==> src/rtl/systolic_feeder.sv <==
// Operand feeder for an NxN output-stationary systolic array: holds A and B, streams skewed rows/columns on go.
// Optional SYSTOLIC_FEEDER_WERR_EN adds a sticky wr_err flag for writes dropped while busy.
module systolic_feeder #(
    parameter int N  = 4,
    parameter int DW = 8,
    parameter int LW = $clog2(N)
) (
    input  logic            clk,
    input  logic            rst_n,
    input  logic            wr_en,
    input  logic            wr_sel,
    input  logic [2*LW-1:0] wr_addr,
    input  logic [DW-1:0]   wr_data,
    input  logic            go,
    output logic            busy,
    output logic [N*DW-1:0] a_edge,
    output logic [N*DW-1:0] b_edge,
    output logic            pe_start,
    output logic            frame_done
`ifdef SYSTOLIC_FEEDER_WERR_EN
    ,
    output logic            wr_err
`endif
);

    localparam int TW = $clog2(3 * N) + 1;
    localparam logic [TW-1:0] T_LAST = TW'(3 * N - 3);

    typedef enum logic [1:0] {
        S_IDLE,
        S_STREAM,
        S_FIN
    } state_t;

    state_t          state, state_nxt;
    logic [TW-1:0]   t, t_nxt;
    logic            stream_nxt, busy_nxt, done_nxt;
    logic            wr_ok;
    logic [LW-1:0]   wr_row, wr_col;
    logic [DW-1:0]   a_mem [N][N];
    logic [DW-1:0]   b_mem [N][N];
    logic [DW-1:0]   a_fwd [N][N];
    logic [DW-1:0]   b_fwd [N][N];
    logic [N*DW-1:0] a_edge_nxt, b_edge_nxt;

    assign wr_ok  = wr_en && (state == S_IDLE);
    assign wr_row = wr_addr[LW +: LW];
    assign wr_col = wr_addr[0 +: LW];

    // Post-write view of the operands, so a write landing on the go edge is streamed at step 0.
    always_comb begin
        a_fwd = a_mem;
        b_fwd = b_mem;
        if (wr_ok) begin
            if (wr_sel) b_fwd[wr_row][wr_col] = wr_data;
            else        a_fwd[wr_row][wr_col] = wr_data;
        end
    end

    // NOTE: every variable gets a default before the case so no path leaves it unassigned (no latches).
    always_comb begin
        state_nxt  = state;
        t_nxt      = t;
        stream_nxt = 1'b0;
        busy_nxt   = 1'b0;
        done_nxt   = 1'b0;
        case (state)
            S_IDLE: begin
                if (go) begin
                    state_nxt  = S_STREAM;
                    t_nxt      = '0;
                    stream_nxt = 1'b1;
                    busy_nxt   = 1'b1;
                end
            end
            S_STREAM: begin
                busy_nxt = 1'b1;
                if (t == T_LAST) begin
                    state_nxt = S_FIN;
                    t_nxt     = '0;
                    done_nxt  = 1'b1;
                end else begin
                    t_nxt      = t + TW'(1);
                    stream_nxt = 1'b1;
                end
            end
            S_FIN: begin
                state_nxt = S_IDLE;
            end
            default: begin
                state_nxt = S_IDLE;
                t_nxt     = '0;
            end
        endcase
    end

    // Lane i carries element k of its row/column on step i+k; outside that window it is zero.
    always_comb begin
        a_edge_nxt = '0;
        b_edge_nxt = '0;
        if (stream_nxt) begin
            for (int i = 0; i < N; i++) begin
                for (int k = 0; k < N; k++) begin
                    if (t_nxt == TW'(i + k)) begin
                        a_edge_nxt[i*DW +: DW] = a_fwd[i][k];
                        b_edge_nxt[i*DW +: DW] = b_fwd[k][i];
                    end
                end
            end
        end
    end

    // NOTE: sequential state uses non-blocking assignments so every register samples pre-edge values.
    always_ff @(posedge clk) begin
        if (!rst_n) begin
            state      <= S_IDLE;
            t          <= '0;
            busy       <= 1'b0;
            pe_start   <= 1'b0;
            frame_done <= 1'b0;
            a_edge     <= '0;
            b_edge     <= '0;
        end else begin
            state      <= state_nxt;
            t          <= t_nxt;
            busy       <= busy_nxt;
            pe_start   <= stream_nxt;
            frame_done <= done_nxt;
            a_edge     <= a_edge_nxt;
            b_edge     <= b_edge_nxt;
        end
    end

    // NOTE: the operand store is a register array that must read back zero after reset, so it is cleared explicitly.
    always_ff @(posedge clk) begin
        if (!rst_n) begin
            for (int r = 0; r < N; r++) begin
                for (int c = 0; c < N; c++) begin
                    a_mem[r][c] <= '0;
                    b_mem[r][c] <= '0;
                end
            end
        end else begin
            a_mem <= a_fwd;
            b_mem <= b_fwd;
        end
    end

`ifdef SYSTOLIC_FEEDER_WERR_EN
    // Accepting go clears the flag even if a dropped write lands on the same edge.
    always_ff @(posedge clk) begin
        if (!rst_n) begin
            wr_err <= 1'b0;
        end else if ((state == S_IDLE) && go) begin
            wr_err <= 1'b0;
        end else if (wr_en && (state != S_IDLE)) begin
            wr_err <= 1'b1;
        end
    end
`endif

endmodule
==> config.mk <==
export PLATFORM = sky130hd
export DESIGN_NAME = systolic_feeder
export DESIGN_NICKNAME = d
export VERILOG_FILES = /design/src/rtl/systolic_feeder.sv
export SDC_FILE = /design/constraint.sdc
export NUM_CORES = 1
export LEC_CHECK = 0
export BUFFER_PORTS_ARGS = -buffer_cell sky130_fd_sc_hd__buf_2
export CAP_MARGIN = 20
export CELL_PAD_IN_SITES_DETAIL_PLACEMENT = 2
export CELL_PAD_IN_SITES_GLOBAL_PLACEMENT = 2
export CORE_MARGIN = 4
export CORE_UTILIZATION = 25
export DETAILED_ROUTE_END_ITERATION = 10
export PLACE_DENSITY_LB_ADDON = 0.1
export SLEW_MARGIN = 25
export SYNTH_ARGS = -nofsm -noshare
export SYNTH_HDL_FRONTEND = slang
export SYNTH_SLANG_ARGS = --single-unit
==> constraint.sdc <==
create_clock -name clk -period 3.25 [get_ports clk]
set_input_delay 0.65 -clock clk [delete_from_list [all_inputs] [get_ports clk]]
set_output_delay 0.65 -clock clk [all_outputs]
set_load 0.02 [all_outputs]
==> qor.txt <==
Power density cells: 543 nW/um^2
Crit path time final: 2920 ps
# DRC: 0
Worst vdd ir: 0.371 mV
Top cells by instance count after synthesis: dfxtp_1, nor2b_1, mux2i_1
CP top delay family: simple AND/OR/NAND/NOR gates
Die Ht: 247 um
Worst skew pair latency: 580 ps
Fin Setup TNS: 0 ps
First-pass GRT wire length: 78.3 mm
Layout Skew: 20.3 ps
Max Slew Vio Count: 0
Share of cells above drive strength 1: 0.168
IO Count: 84
R2R Path End: a_edge[11]$_SDFF_PN0_
Postcts setup bufs: 0
Post-route antenna net violation count: 0
Buf/Inv on CP: 2
Seq cells post-synth: 330
Routed len/inst: 21.7 um
DR pass1 iterations: 4
Worst EP required: 3770 ps
Largest net degree at the start of global routing: 264
Final hold vios: 0
Dpl hpwl: 32.7 mm
FP Rows: 87
Worst r2r src: state[0]$_SDFFE_PN0P_
RSZ-0062 raised after global routing: no
Yosys warnings: 0
Top_reg_cell synth: dfxtp_1
Routed wire length: 51.3 mm
CP endpoint: a_edge[11]$_SDFF_PN0_
Fillers: 6365
Post-synth EDFFs: 0
Max incr delay on CP: 550 ps
Diode count: 0
Final worst path period share: 0.898
Routed vias: 11178
Clk pin slew, worst setup/hold paths: 50 ps
Grt total ovfl: 0
CTS Sinks: 330
Least-Margin Pin Slew: 924 ps
Cell Area, Synth: 14200 um^2
Fin area: 17200 um^2
All-layer global routing usage: 0.168
Status: finished, final reports clean
Syn_area_per_cell: 9.53 um^2
F_max: 0.343 GHz
Die X: 247 um
Multi-input gate area: 7090 um^2
WP depth: 9
Reg2reg path depth: 9
Worst EP arrival: 3440 ps
Vias in the first global route: 12190
Slowest-stage cell, CP: dfxtp_1
Area growth syn-to-layout: 20.8%
Synth top area cells: dfxtp_1, mux2i_1, nor2b_1, nand2_1, clkbuf_1
Initial antenna violation count: 0
Seq/Total Area, Yosys: 0.464
# H-tree levels: 2
Reg2Reg Setup Slack: 330 ps
Seq. cell area: 6610 um^2
Synth cell types: 66
Hold Path Class: reg -> reg
Cts hold-fix bufs: 0
Kind of end point of the critical path: register
Max transition margin: 0.384
Synth area leader: dfxtp_1
CP Launch Type: register
Gp weighted congestion: 0.719
CTS tree: built
Nets: 1602
I/O Buffers: 83
Die area: 60800 um^2
Cells along the critical path: buf_4 > nor2b_1 > nand2b_1 > or4_1 > o21a_1 > o32ai_1 > a22oi_1 > a211oi_1 > buf_4
Cell Area, Placed: 15900 um^2
Core region area: 56400 um^2
Setup violators final: 0
Pleak: 7.14 nW
Beginning of the critical path: state[0]$_SDFFE_PN0P_
Number of DRC markers in iteration 0: 371
Number of CTS-inserted buffers: 42
Crit-path max FO: 10
Initial Utilization: 0.253
Clk buf depth: 3
Most used cell, CP: buf_4
Clock Tree Root: clkbuf_16
Async set-reset flop share out of synthesis: 0
Syn_nets: 1513
Vias/cell: 4.72
Crit path kind: reg -> reg
Most frequent cell after synthesis: dfxtp_1
Top-area cell type share of the netlist area: 0.464
Maxcap violations: 0
Post-CTS resize count: 0
Post-Synthesis Cells: 1494
## cells by family (layout without fill, tap and decap cells)
kind of cell,Yosys count,in the layout,share of synthesized area
AND/OR/NAND/NOR,535,535,0.201
flip-flops,330,330,0.464
multiplexers,220,220,0.156
buffers and inverters,140,256,0.0412
AO/OA/AOI/OAI,267,267,0.136
adder cells (fa/ha/maj),2,2,0.00176
## per-layer routing
layer  part of all wire  track usage
met5                  0            0
met4              0.017       0.0400
met3              0.028       0.0230
met2               0.49        0.295
met1               0.46        0.217
## worst reg2reg max path, stage by stage, from the launching register on
cell and delay, ps:
dfxtp_1 550, buf_4 220, nor2b_1 400, nand2b_1 210, or4_1 540, o21a_1 130
o32ai_1 220, a22oi_1 140, a211oi_1 290, buf_4 170
## final cells by class
cell class                      instances  share of cell area
Inverter                                8             0.00175
Multi-Input combinational cell       1024               0.412
Tap cell                              756              0.0550
Sequential cell                       330               0.384
Clock buffer                           65              0.0726
Timing Repair Buffer                  177              0.0712
Clock inverter                          6             0.00305
## stage by stage
step | util | total power, mW | std cells | hold WS [ps] | setup slack [ps]
global placement | 0.281 | 4.96 | 2294 | 455 | 231
CTS | 0.305 | 9.57 | 2365 | 472 | 320
detailed placement | 0.281 | 4.97 | 2294 | 464 | 252
floorplan | - | 4.64 | 1494 | 441 | 736
finish | 0.305 | 9.34 | 2366 | 467 | 331
global route | 0.305 | 9.77 | 2366 | 491 | 53.2
## placed cells by master, fill, tap and decap left out, types with 5 or more instances in the layout
cell type  count
clkbuf_16     43
a21oi_1       35
nand2b_1      12
o311a_1       13
a2bb2oi_1     12
nor3_1         9
a31oi_1       17
mux2_2        13
o31ai_1        8
inv_1          8
or3_1          6
o21ai_0       25
buf_12         6
nor2b_1      217
nand3_1       34
and2_1        25
nand2_1      158
buf_4         88
a21boi_0      34
mux2i_1      207
clkbuf_1      13
o22a_1        18
clkbuf_8       9
buf_2         81
o22ai_1       23
dfxtp_1      330
o211ai_1      17
nor2_1        41
a211oi_1      19
a221oi_1      20
o21a_1         5
## sequential cells by signal, indices dropped and copies added (netlist names)
name / cells
a_edge: 32
a_mem: 128
b_edge: 32
b_mem: 128
busy: 1
frame_done: 1
pe_start: 1
state: 2
t: 5
## worst min path at each step
stage	startpoint	slack (ps)	endpoint	cells after the start
5_1_grt	a_mem[117]$_SDFF_PN0_	490	a_mem[117]$_SDFF_PN0_	2
6_report	a_mem[115]$_SDFF_PN0_	470	a_mem[115]$_SDFF_PN0_	2
2_1_floorplan	a_mem[17]$_SDFF_PN0_	440	a_mem[17]$_SDFF_PN0_	2
3_5_place_dp	a_mem[115]$_SDFF_PN0_	460	a_mem[115]$_SDFF_PN0_	2
3_3_place_gp	b_mem[122]$_SDFF_PN0_	450	b_mem[122]$_SDFF_PN0_	2
4_1_cts	a_mem[115]$_SDFF_PN0_	470	a_mem[115]$_SDFF_PN0_	2
## power by group
| part | switching, mW | internal [mW] |
|---|---|---|
| logic | 0.503 | 0.255 |
| clock network | 1.86 | 2.63 |
| registers | 0.0144 | 4.08 |
No activity file was read; power rests on OpenSTA's default activity.
